==> config.mk <==
export PLATFORM = sky130hd
export DESIGN_NAME = hmmm_multicycle_core
export DESIGN_NICKNAME = d
export VERILOG_FILES = /design/src/rtl/hmmm_pkg.sv /design/src/rtl/hmmm_regfile_p.sv /design/src/rtl/hmmm_multicycle_core.sv
export SDC_FILE = /design/constraint.sdc
export NUM_CORES = 1
export LEC_CHECK = 0
export ABC_CLOCK_PERIOD_IN_PS = 14000
export CORE_MARGIN = 4
export CORE_UTILIZATION = 50
export DETAILED_ROUTE_END_ITERATION = 12
export GPL_ROUTABILITY_DRIVEN = 0
export HOLD_SLACK_MARGIN = 0.03
export PLACE_DENSITY = 0.73
export SLEW_MARGIN = 20
export SYNTH_ARGS = -nofsm -noshare
export SYNTH_HDL_FRONTEND = slang
export SYNTH_SLANG_ARGS = --single-unit
==> constraint.sdc <==
create_clock -name clk -period 14 [get_ports clk]
set_input_delay 2.1 -clock clk [delete_from_list [all_inputs] [get_ports clk]]
set_output_delay 2.1 -clock clk [all_outputs]
set_load 0.1 [all_outputs]
==> src/rtl/hmmm_pkg.sv <==
// Shared types and instruction-field layout for the multicycle HMMM core.
package hmmm_pkg;

  localparam int INSTR_W = 16;
  localparam int OP_MSB  = 15;
  localparam int OP_LSB  = 12;
  localparam int RX_MSB  = 11;
  localparam int RX_LSB  = 8;
  localparam int RY_MSB  = 7;
  localparam int RY_LSB  = 4;
  localparam int RZ_MSB  = 3;
  localparam int RZ_LSB  = 0;
  localparam int IMM_MSB = 7;
  localparam int IMM_LSB = 0;

  typedef enum logic [3:0] {
    OP_HALT  = 4'h0,
    OP_SETN  = 4'h1,
    OP_LOAD  = 4'h2,
    OP_STORE = 4'h3,
    OP_ADD   = 4'h4,
    OP_SUB   = 4'h5,
    OP_AND   = 4'h6,
    OP_OR    = 4'h7,
    OP_JEQZN = 4'h8,
    OP_JNEZN = 4'h9,
    OP_JGTZN = 4'hA,
    OP_JLTZN = 4'hB,
    OP_JUMPN = 4'hC
  } opcode_t;

  typedef enum logic [2:0] {
    S_IDLE,
    S_FETCH,
    S_EXEC,
    S_MEM,
    S_HALT
  } state_t;

  function automatic logic [3:0] reg_idx(input logic [3:0] field, input int nregs);
    return 4'(int'(field) % nregs);
  endfunction

endpackage

==> src/rtl/hmmm_regfile_p.sv <==
// Register file: two asynchronous read ports, one synchronous write port, r0 reads zero.
module hmmm_regfile_p
  import hmmm_pkg::*;
#(
  parameter int DATA_WIDTH = 8,
  parameter int NREGS      = 16
) (
  input  logic                  clk,
  input  logic                  reset,
  input  logic [3:0]            ra_addr_i,
  output logic [DATA_WIDTH-1:0] ra_data_o,
  input  logic [3:0]            rb_addr_i,
  output logic [DATA_WIDTH-1:0] rb_data_o,
  input  logic                  we_i,
  input  logic [3:0]            waddr_i,
  input  logic [DATA_WIDTH-1:0] wdata_i
);

  logic [DATA_WIDTH-1:0] regs_q [NREGS];

  always_ff @(posedge clk or posedge reset) begin
    if (reset) begin
      for (int i = 0; i < NREGS; i++) regs_q[i] <= '0;
    end else if (we_i && (waddr_i != 4'd0)) begin
      regs_q[waddr_i] <= wdata_i;
    end
  end

  assign ra_data_o = (ra_addr_i == 4'd0) ? '0 : regs_q[ra_addr_i];
  assign rb_data_o = (rb_addr_i == 4'd0) ? '0 : regs_q[rb_addr_i];

endmodule

==> src/rtl/hmmm_multicycle_core.sv <==
// Multicycle HMMM core with valid/ready instruction and data ports, HALT and illegal-opcode trap.
// states: IDLE after reset | FETCH wait on imem | EXEC decode/retire | MEM wait on dmem | HALT sticky stop
module hmmm_multicycle_core
  import hmmm_pkg::*;
#(
  parameter int DATA_WIDTH = 8,
  parameter int NREGS      = 16,
  parameter int PC_WIDTH   = 8
) (
  input  logic                  clk,
  input  logic                  reset,
  output logic                  imem_req,
  output logic [PC_WIDTH-1:0]   imem_addr,
  input  logic                  imem_ready,
  input  logic [INSTR_W-1:0]    imem_rdata,
  output logic                  dmem_req,
  output logic                  dmem_we,
  output logic [DATA_WIDTH-1:0] dmem_addr,
  output logic [DATA_WIDTH-1:0] dmem_wdata,
  input  logic                  dmem_ready,
  input  logic [DATA_WIDTH-1:0] dmem_rdata,
  output logic [PC_WIDTH-1:0]   pc,
  output logic                  halted,
  output logic                  illegal
);

  state_t                state_q, state_d;
  logic [PC_WIDTH-1:0]   pc_q, pc_d;
  logic [INSTR_W-1:0]    ir_q, ir_d;
  logic                  illegal_q, illegal_d;

  logic [3:0]            op;
  logic [3:0]            rx_idx, ry_idx, rz_idx;
  logic                  use_rz;
  logic [DATA_WIDTH-1:0] rd_a, rd_b;
  logic [DATA_WIDTH-1:0] imm_w;
  logic [PC_WIDTH-1:0]   target;
  logic [PC_WIDTH-1:0]   pc_inc;
  logic [DATA_WIDTH-1:0] alu_res;
  logic                  taken;
  logic                  rf_we;
  logic [DATA_WIDTH-1:0] rf_wdata;

  assign op     = ir_q[OP_MSB:OP_LSB];
  assign rx_idx = reg_idx(ir_q[RX_MSB:RX_LSB], NREGS);
  assign ry_idx = reg_idx(ir_q[RY_MSB:RY_LSB], NREGS);
  assign rz_idx = reg_idx(ir_q[RZ_MSB:RZ_LSB], NREGS);
  assign use_rz = (op == OP_ADD) || (op == OP_SUB) || (op == OP_AND) || (op == OP_OR);
  assign pc_inc = pc_q + PC_WIDTH'(1);

  // Port A always serves rY (ALU operand / memory address); port B is rZ for ALU ops, rX otherwise.
  hmmm_regfile_p #(
    .DATA_WIDTH (DATA_WIDTH),
    .NREGS      (NREGS)
  ) u_regfile (
    .clk       (clk),
    .reset     (reset),
    .ra_addr_i (ry_idx),
    .ra_data_o (rd_a),
    .rb_addr_i (use_rz ? rz_idx : rx_idx),
    .rb_data_o (rd_b),
    .we_i      (rf_we),
    .waddr_i   (rx_idx),
    .wdata_i   (rf_wdata)
  );

  always_comb begin
    imm_w  = '0;
    target = '0;
    for (int i = 0; i < DATA_WIDTH; i++) imm_w[i]  = (i < 8) ? ir_q[i % 8] : ir_q[IMM_MSB];
    for (int i = 0; i < PC_WIDTH; i++)   target[i] = (i < 8) ? ir_q[i % 8] : 1'b0;
  end

  always_comb begin
    alu_res = imm_w;
    case (op)
      OP_ADD:  alu_res = rd_a + rd_b;
      OP_SUB:  alu_res = rd_a - rd_b;
      OP_AND:  alu_res = rd_a & rd_b;
      OP_OR:   alu_res = rd_a | rd_b;
      default: alu_res = imm_w;
    endcase
  end

  always_comb begin
    taken = 1'b0;
    case (op)
      OP_JEQZN: taken = (rd_b == '0);
      OP_JNEZN: taken = (rd_b != '0);
      OP_JGTZN: taken = !rd_b[DATA_WIDTH-1] && (rd_b != '0);
      OP_JLTZN: taken = rd_b[DATA_WIDTH-1];
      OP_JUMPN: taken = 1'b1;
      default:  taken = 1'b0;
    endcase
  end

  always_ff @(posedge clk or posedge reset) begin
    if (reset) begin
      state_q   <= S_IDLE;
      pc_q      <= '0;
      ir_q      <= '0;
      illegal_q <= 1'b0;
    end else begin
      state_q   <= state_d;
      pc_q      <= pc_d;
      ir_q      <= ir_d;
      illegal_q <= illegal_d;
    end
  end

  always_comb begin
    state_d    = state_q;
    pc_d       = pc_q;
    ir_d       = ir_q;
    illegal_d  = illegal_q;
    rf_we      = 1'b0;
    rf_wdata   = alu_res;
    imem_req   = 1'b0;
    dmem_req   = 1'b0;
    dmem_we    = 1'b0;
    dmem_addr  = '0;
    dmem_wdata = '0;
    case (state_q)
      S_IDLE: state_d = S_FETCH;
      S_FETCH: begin
        imem_req = 1'b1;
        if (imem_ready) begin
          ir_d    = imem_rdata;
          state_d = S_EXEC;
        end
      end
      S_EXEC: begin
        case (op)
          OP_HALT: state_d = S_HALT;
          OP_SETN, OP_ADD, OP_SUB, OP_AND, OP_OR: begin
            rf_we   = 1'b1;
            pc_d    = pc_inc;
            state_d = S_FETCH;
          end
          OP_LOAD, OP_STORE: state_d = S_MEM;
          OP_JEQZN, OP_JNEZN, OP_JGTZN, OP_JLTZN, OP_JUMPN: begin
            pc_d    = taken ? target : pc_inc;
            state_d = S_FETCH;
          end
          default: begin
            illegal_d = 1'b1;
            state_d   = S_HALT;
          end
        endcase
      end
      S_MEM: begin
        dmem_req   = 1'b1;
        dmem_we    = (op == OP_STORE);
        dmem_addr  = rd_a;
        dmem_wdata = rd_b;
        if (dmem_ready) begin
          rf_we    = (op == OP_LOAD);
          rf_wdata = dmem_rdata;
          pc_d     = pc_inc;
          state_d  = S_FETCH;
        end
      end
      S_HALT: state_d = S_HALT;
      default: state_d = S_IDLE;
    endcase
  end

  assign imem_addr = pc_q;
  assign pc        = pc_q;
  assign halted    = (state_q == S_HALT);
  assign illegal   = illegal_q;

endmodule

### Yosys cells after proc, flatten, opt, wreduce, memory -nomap -nowiden

Cells that the tools add are included.

| operators by class | value |
|---|---|
| eq/ne operators | 19 |
| mux-type cells | 32 |
| add/subtract/negate cells | 3 |
| bitwise operators | 6 |
| reductions and logical operators | 24 |
| magnitude comparators | 4 |

Operators with widths:

| operator | count |
|---|---|
| $bwmux 128 | 1 |
| $mux 8 | 13 |
| $bmux 8 s4 | 2 |
| $demux 8 s4 | 1 |
| $pmux 8 s2 | 2 |
| $pmux 8 s4 | 1 |
| $eq 4x4->1 const B | 5 |
| $eq 4x3->1 const B | 4 |
| $ge 5x5->1 const B | 3 |
| $not 4->5 | 3 |
| $pmux 3 s5 | 1 |
| $reduce_or 13->1 | 1 |
| $logic_not 4->1 | 3 |
| $reduce_or 10->1 | 1 |
| $reduce_or 5->1 | 2 |
| $add 8x1->8 const B | 1 |
| $add 8x8->8 | 1 |
| $and 8x8->8 | 1 |
| $eq 4x2->1 const B | 2 |
| $logic_not 8->1 | 1 |
| $or 8x8->8 | 1 |
| $reduce_bool 8->1 | 1 |
| $sub 8x8->8 | 1 |
| $eq 3x2->1 const B | 2 |
| other kinds (22) | 34 |

| word-level totals | value |
|---|---|
| register bits | 156 |

### Logic depth before layout (Yosys ltp)

Gate-level depths: netlist (run 1).

| logic depth | value |
|---|---|
| depth in word-level cells | 16 |
| mapped depth | 27 |

### By module

Synthesis (run 1) repeated with hierarchy kept, for this count alone.

| unflattened totals | value |
|---|---|
| cells, all modules | 753 |
| area total of the unflattened synthesis | 9,123.8 µm² |

Modules (own cells, without submodules):

| module | area each (µm²) | sequential area each (µm²) | instances | cells each |
|---|---|---|---|---|
| hmmm_regfile_p | 6,626.4 | 3,002.9 | 1 | 455 |
| hmmm_multicycle_core | 2,497.4 | 700.7 | 1 | 298 |

### Worst setup path after synthesis (run 1)

OpenSTA, ideal clock, no wires.

| path | value |
|---|---|
| path type | flip-flop to output port |
| from | reg ir_q[14] |
| to | out dmem_wdata[0] |
| required time | 11.900 ns |
| buffers on the path | 4 |
| slack | 8.423 ns |
| stages on the path, launching flop included | 12 |
| arrival | 3.477 ns |
| cell sequence | dfrtp_1 > and2b_1 > buf_6 > mux2_4 > buf_6 > buf_6 > buf_6 > mux2_1 > a221oi_1 > o31ai_2 > inv_1 > nor2_1 |

| between the ends | value |
|---|---|
| longest elaborated chain between the ends | 11 |

Ends and longest elaborated chain:

| item | RTL line | RTL |
|---|---|---|
| from (decl) | hmmm_multicycle_core.sv:29 | `logic [INSTR_W-1:0] ir_q, ir_d;` |
| from (signal assigned) | hmmm_multicycle_core.sv:106 | `ir_q <= ir_d;` |
| $eq 4x3->1 | hmmm_multicycle_core.sv:48 | `assign use_rz = (op == OP_ADD) \|\| (op == OP_SUB) \|\| (op == OP_AND) \|\| (op == OP_OR);` |
| $logic_or 1x1->1 (2 in a row) | hmmm_multicycle_core.sv:48 |  |
| $logic_or 1x1->1 * | hmmm_multicycle_core.sv:48 |  |
| $mux 4 * | hmmm_multicycle_core.sv:60 | `.rb_addr_i (use_rz ? rz_idx : rx_idx),` |
| $not 4->5 (not written as such) | hmmm_regfile_p.sv:30 | `assign rb_data_o = (rb_addr_i == 4'd0) ? '0 : regs_q[rb_addr_i];` |
| $bmux 8 s4 | hmmm_regfile_p.sv:30 |  |
| $mux 8 (not written as such) (2 in a row) | hmmm_regfile_p.sv:30 |  |
| $mux 8 * | hmmm_regfile_p.sv:30 |  |
| $mux 8 * | hmmm_multicycle_core.sv:123 | `case (state_q)` |
| to (decl) | hmmm_multicycle_core.sv:19 | `output logic [DATA_WIDTH-1:0] dmem_wdata,` |

Every way passes the cells marked *; elsewhere a longest branch is shown, timed or not. The select of a mux whose other input is x is not followed.

### Worst setup path after layout (run 1)

Same ends and word-level chain as after synthesis.

==> out/summary.txt, run 1 <==
Syn Area/Cell = 10.63 um2
Adder-cell share of the synthesized area = 1.860%
H-tree Lvls = 4
CTS Buf Count = 17
Synth Area in Compound Gates = 13.42%
RSZ-0062 raised after global routing = no
Synthesized area = 9686 um2
Clock root cell = clkbuf_16
Maxcap violations = 0
Antenna-violating nets left = 0
Later-pin clock latency in the skew report = 0.44 ns
Primary FF master, synth = dfrtp_1
Global routing met3 resource utilization = 6.200%
TNS Setup = 0 ns
Mux contribution to synthesized area = 25.63%
Site row count = 50
Dpl hpwl = 18,600 um
Largest family of logic cells by synthesized area = multiplexers
ANT cells = 0
Vias in the first global route = 7,618
Slowest CP cell = clkdlybuf4s50_1
Die span in x = 147.2 um
Post-Syn Instances = 911
Clock Path Buffers = 2
GRT met2 Usage = 40.65%
Ys async rst share = 100.0%
Crit path buf inv count = 3
Hold-fix buffers, CTS = 0
Worst setup SP type = flop
Met1 GRT Util = 34.99%
Slew Limit Headroom = 16.12%
Clk_skew = 0.009436 ns
Setup Buffers After CTS = 0
CTS Sinks = 156
Yosys reg bits = 156
Post-Synth XOR/XNOR Area = 0.9043%
Largest net degree at the start of global routing = 106
WL per Instance = 23.62 um
Vias per inst = 6.549
Min cycle time layout = 7.183 ns
Core ar. = 18,890 um2
First-pass GRT wire length = 43,950 um
Die H = 147.2 um
Yosys warning count = 0
Crit path DAT = 5.08 ns
Actual slew at the worst max-slew pin = 1.223 ns
Reg2Reg Depth = 21
DP Area = 10,330 um2
Fmax = 0.1392 GHz
Top Family by Delay on Critical Path = buffers and inverters
Number of synthesized flops with an enable pin = 0
1st-iter DRT viols = 851
First-pass DRT Iterations = 6
Seq/Total Area, Yosys = 40.30%
Mapped Nets = 948
GR peak layer = met2
Levels on crit path = 9
Nature of the critical path endpoint = output port
Worst hold stages = 0
Area of the multi-input gates = 5273 um2
Initial core utilization = 51.26%
Clk slew on worst S/H paths = 0.06 ns
Most common cell after layout, fill and taps aside = dfrtp_1
Reg area = 3905 um2
Die area = 21,660 um2
CP Class = flop to output port
CP peak stage delay = 1.15 ns
Final setup fails = 0
Endpoints failing hold = 0
Post-route DRC = 0
Post-detailed-routing wire length = 28,160 um
Most frequent cells in the layout = dfrtp_1, nand2_1, mux2_2, a21oi_1, clkdlybuf4s50_1
Final Cell Area = 10,940 um2
Crit path cell chain = and2b_1 > buf_4 > mux2i_1 > a211o_1 > a21oi_1 > o31ai_2 > inv_1 > nor2_1 > clkdlybuf4s50_1
Initial antenna violation count = 0
Area Overhead vs Synth = 12.92%
Total grt overflow = 0
Layout cell share with drive strength beyond 1 = 23.18%
Hold WC Path Type = flop to flop
Highest fanout seen on the critical path = 28
PortBufs = 64
Final-layout fill cell count = 1,594
Max-slew violations = 0
Post_cts resized = 0
Nets = 956
Fin crit share = 51.31%
Outcome = complete, no violations
Vias after detailed routing = 7,806
Yosys cell types = 71
All-layer global routing usage = 26.34%
Simple-Gate Fraction of Synth Area = 12.26%
CTS tree = done
IO Pins = 65
WP data required = 11.90 ns
-- cells in the mapped netlist (10+ instances only) --
cell	n	area share (%)
nor2_1	59	2.3
nand3_1	11	0.57
and2_1	13	0.84
nor3_1	21	1.1
dfrtp_1	156	40
o21ai_0	49	2.5
a21oi_1	65	3.4
mux2i_1	26	2.7
clkbuf_1	60	2.3
nand2_1	88	3.4
inv_1	25	0.97
a211oi_1	12	0.93
mux2_2	86	10
mux4_2	54	13
nand2b_1	10	0.65
-- cells by family (layout without fill, tap and decap cells) --
family          after synthesis  after routing
simple gates                246            246
xor+xnor                     10             10
buf+inv                     115            136
compound gates              200            200
mux                         169            169
fa+ha+maj                    15             15
flops                       156            156
-- metrics by stage --
stage | cells | util, % | setup WS, ns | hold WS (ns)
6_report | 1192 | 57.89 | 6.817 | 0.3753
3_3_place_gp | 1160 | 54.64 | 7.481 | 0.3630
2_1_floorplan | 911 | - | 7.693 | 0.4246
5_1_grt | 1192 | 57.89 | 6.702 | 0.3971
3_5_place_dp | 1160 | 54.68 | 7.466 | 0.3635
4_1_cts | 1192 | 57.78 | 6.968 | 0.3772
-- area by class of cell --
cell class | count | share of cell area [%]
multi-input cells | 640 | 48.21
flip-flops and latches | 156 | 35.71
repair buffers | 78 | 6.818
clock buffers | 19 | 4.141
well taps | 260 | 2.974
clock inverters | 13 | 1.213
inverters | 26 | 0.9381
-- registers in the layout, indices dropped and copies added, names as in the netlist --
| register | flops |
|---|---|
| state_q | 3 |
| illegal | 1 |
| ir_q | 16 |
| u_regfile.regs_q | 128 |
| imem_addr | 8 |
-- metal layers --
layer	vias to the layer above	routed length, um	share of wire [%]
met5	-	43	0.15
met4	2	1461	5.2
met3	104	2626	9.3
met2	483	12950	46
met1	3860	11080	39
li1	3357	-	-
-- worst register-to-register path: cells and delay by family, from the launching register on --
family,cells,cell delay (ns)
AO/OA/AOI/OAI,12,2.45
multiplexers,2,1.25
adder cells (fa/ha/maj),2,0.82
buffers and inverters,3,0.71
flip-flops,1,0.60
AND/OR/NAND/NOR,1,0.18
XOR/XNOR,1,0.18
-- final timing paths --
check                                 startpoint                     to  slack [ns]
hold / removal             u_regfile.regs_q[126]  u_regfile.regs_q[126]        0.38
setup reg to reg                        ir_q[14]   u_regfile.regs_q[46]        7.74
hold reg to reg            u_regfile.regs_q[126]  u_regfile.regs_q[126]        0.38
max in group asynchronous                  reset   u_regfile.regs_q[75]       10.49
setup / recovery                        ir_q[14]          dmem_wdata[0]        6.82
min in group asynchronous                  reset   u_regfile.regs_q[70]        2.28
Power of run 1 is not shown: default switching activity piles up to over one toggle a cycle in this logic, so the estimate is an artifact.
==> run 2, diff against run 1 <==
--- a/config.mk
+++ b/config.mk
@@ -5,13 +5,13 @@
 export SDC_FILE = /design/constraint.sdc
 export NUM_CORES = 1
 export LEC_CHECK = 0
-export ABC_CLOCK_PERIOD_IN_PS = 14000
+export ABC_CLOCK_PERIOD_IN_PS = 6100
 export CORE_MARGIN = 4
 export CORE_UTILIZATION = 50
 export DETAILED_ROUTE_END_ITERATION = 12
 export GPL_ROUTABILITY_DRIVEN = 0
 export HOLD_SLACK_MARGIN = 0.03
-export PLACE_DENSITY = 0.73
+export PLACE_DENSITY = 0.76
 export SLEW_MARGIN = 20
 export SYNTH_ARGS = -nofsm -noshare
 export SYNTH_HDL_FRONTEND = slang
==> constraint.sdc (replaced) <==
create_clock -name clk -period 6.1 [get_ports clk]
set_input_delay 0.915 -clock clk [delete_from_list [all_inputs] [get_ports clk]]
set_output_delay 0.915 -clock clk [all_outputs]
set_load 0.1 [all_outputs]
==> out/summary.txt, run 2 (synthesis results as in run 1) <==
Slowest CP cell = o21ai_1
R2R Setup Slk = 0.36 ns
Crit path buf inv count = 3
RR Startpoint = ir_q[14]
Vias per inst = 6.508
Max-slew violations = 0
Worst setup path endpoint = u_regfile.regs_q[22]
Site row count = 50
Initial antenna violation count = 0
PortBufs = 64
Clock Path Buffers = 2
Post-route DRC = 0
Top Family by Delay on Critical Path = compound AO/OA/AOI/OAI gates
CP dominant cell by count = a21oi_1
Most frequent cells in the layout = dfrtp_1, nand2_1, mux2_2, a21oi_1, clkdlybuf4s50_1
CTS Buf Count = 17
Reg2Reg Depth = 20
CP peak stage delay = 0.70 ns
Reg area = 3905 um2
Final setup fails = 0
Largest net degree at the start of global routing = 61
H-tree Lvls = 4
Levels on crit path = 20
Endpoints failing hold = 0
Worst setup SP type = flop
IO Pins = 65
Actual slew at the worst max-slew pin = 1.139 ns
DP Area = 10,390 um2
Most flops, register = u_regfile.regs_q
Vias after detailed routing = 7,829
First-pass DRT Iterations = 5
CTS Sinks = 156
Crit path DAT = 6.12 ns
RSZ-0062 raised after global routing = no
1st-iter DRT viols = 808
Die H = 147.2 um
ANT cells = 0
Core ar. = 18,890 um2
Nets = 967
Clock root cell = clkbuf_16
Later-pin clock latency in the skew report = 0.44 ns
Fin crit share = 94.13%
First-pass GRT wire length = 44,950 um
Clk slew on worst S/H paths = 0.07 ns
Layout cell share with drive strength beyond 1 = 24.60%
Initial core utilization = 51.26%
Crit path from = ir_q[14]
Die span in x = 147.2 um
CTS tree = done
Most common cell after layout, fill and taps aside = dfrtp_1
Post_cts resized = 0
Vias in the first global route = 7,805
Hold-fix buffers, CTS = 0
Setup Buffers After CTS = 0
Highest fanout seen on the critical path = 15
Area of the multi-input gates = 5259 um2
Die area = 21,660 um2
WL per Instance = 23.76 um
Antenna-violating nets left = 0
Fmax = 0.1741 GHz
WP data required = 6.47 ns
Min cycle time layout = 5.742 ns
R2R Path End = u_regfile.regs_q[22]
CP Class = flop to flop
Total grt overflow = 0
Area Overhead vs Synth = 13.28%
Dpl hpwl = 19,310 um
Slew Limit Headroom = 23.76%
Final-layout fill cell count = 1,558
TNS Setup = 0 ns
Max FFs per register = 128
Nature of the critical path endpoint = flop
Maxcap violations = 0
Final Cell Area = 10,970 um2
All-layer global routing usage = 26.85%
Post-detailed-routing wire length = 28,590 um
Clk_skew = 0.01216 ns
Crit path cell chain = and2b_1 > buf_4 > o21ai_1 > a221oi_1 > o31ai_1 > inv_1 > ha_1 > o21ai_0 > fa_1 > a21o_1 > a21oi_1 > o21bai_1 > a21oi_1 > xnor2_1 > o21ai_0 > a21oi_1 > a21oi_1 > o21ai_0 > buf_4 > mux2_2
Outcome = complete, no violations
Hold WC Path Type = flop to flop
==> run 2: changes by cell type in the layout (fill, tap and decap cells not counted), moves of 2 or more <==
cell,change
buf_4,+19
clkbuf_1,+2
clkdlybuf4s50_1,-8
clkinv_4,-2
inv_6,+3
==> run 2: area by class of cell <==
cell class                      instances  share of cell area (%)
Timing Repair Buffer                   89                   7.367
Clock buffer                           20                   4.071
Sequential cell                       156                   35.59
Clock inverter                         12                   1.140
Inverter                               26                  0.9351
Tap cell                              260                   2.965
Multi-Input combinational cell        640                   47.93
==> run 2: worst min-delay path by stage <==
stage	cells after the start	start	to
finish	0	u_regfile.regs_q[125]	u_regfile.regs_q[125]
global route	0	u_regfile.regs_q[125]	u_regfile.regs_q[125]
CTS	0	u_regfile.regs_q[122]	u_regfile.regs_q[122]
detailed placement	0	u_regfile.regs_q[125]	u_regfile.regs_q[125]
global placement	0	u_regfile.regs_q[127]	u_regfile.regs_q[127]
floorplan	1	u_regfile.regs_q[120]	u_regfile.regs_q[120]
==> run 2: metrics by stage <==
stage | setup slack (ns) | utilization (%) | cells | hold slack [ns]
6_report | 0.3578 | 58.07 | 1203 | 0.3737
5_1_grt | 0.09801 | 58.07 | 1203 | 0.3871
4_1_cts | 0.5226 | 58.01 | 1203 | 0.3768
3_5_place_dp | 0.5703 | 54.98 | 1171 | 0.3635
2_1_floorplan | 0.9785 | - | 911 | 0.4246
3_3_place_gp | 0.7057 | 54.97 | 1171 | 0.3611
==> run 2: per-layer routing <==
| layer | global-route usage [%] | wire length [um] |
|---|---|---|
| met4 | 12.26 | 1201 |
| met2 | 41.84 | 13260 |
| met5 | 0 | 0 |
| met1 | 35.98 | 11160 |
| met3 | 6.231 | 2956 |
Power of run 2 is left out for the same reason.
==> run 3, diff against run 2 <==
--- a/config.mk
+++ b/config.mk
@@ -8,6 +8,7 @@
 export ABC_CLOCK_PERIOD_IN_PS = 6100
 export CORE_MARGIN = 4
 export CORE_UTILIZATION = 50
+export CTS_CLUSTER_DIAMETER = 80
 export DETAILED_ROUTE_END_ITERATION = 12
 export GPL_ROUTABILITY_DRIVEN = 0
 export HOLD_SLACK_MARGIN = 0.03
==> results of run 3 <==
Same layout as run 2: the final DEF is identical, and so are final timing and power.
Power of run 3 is left out for the same reason.
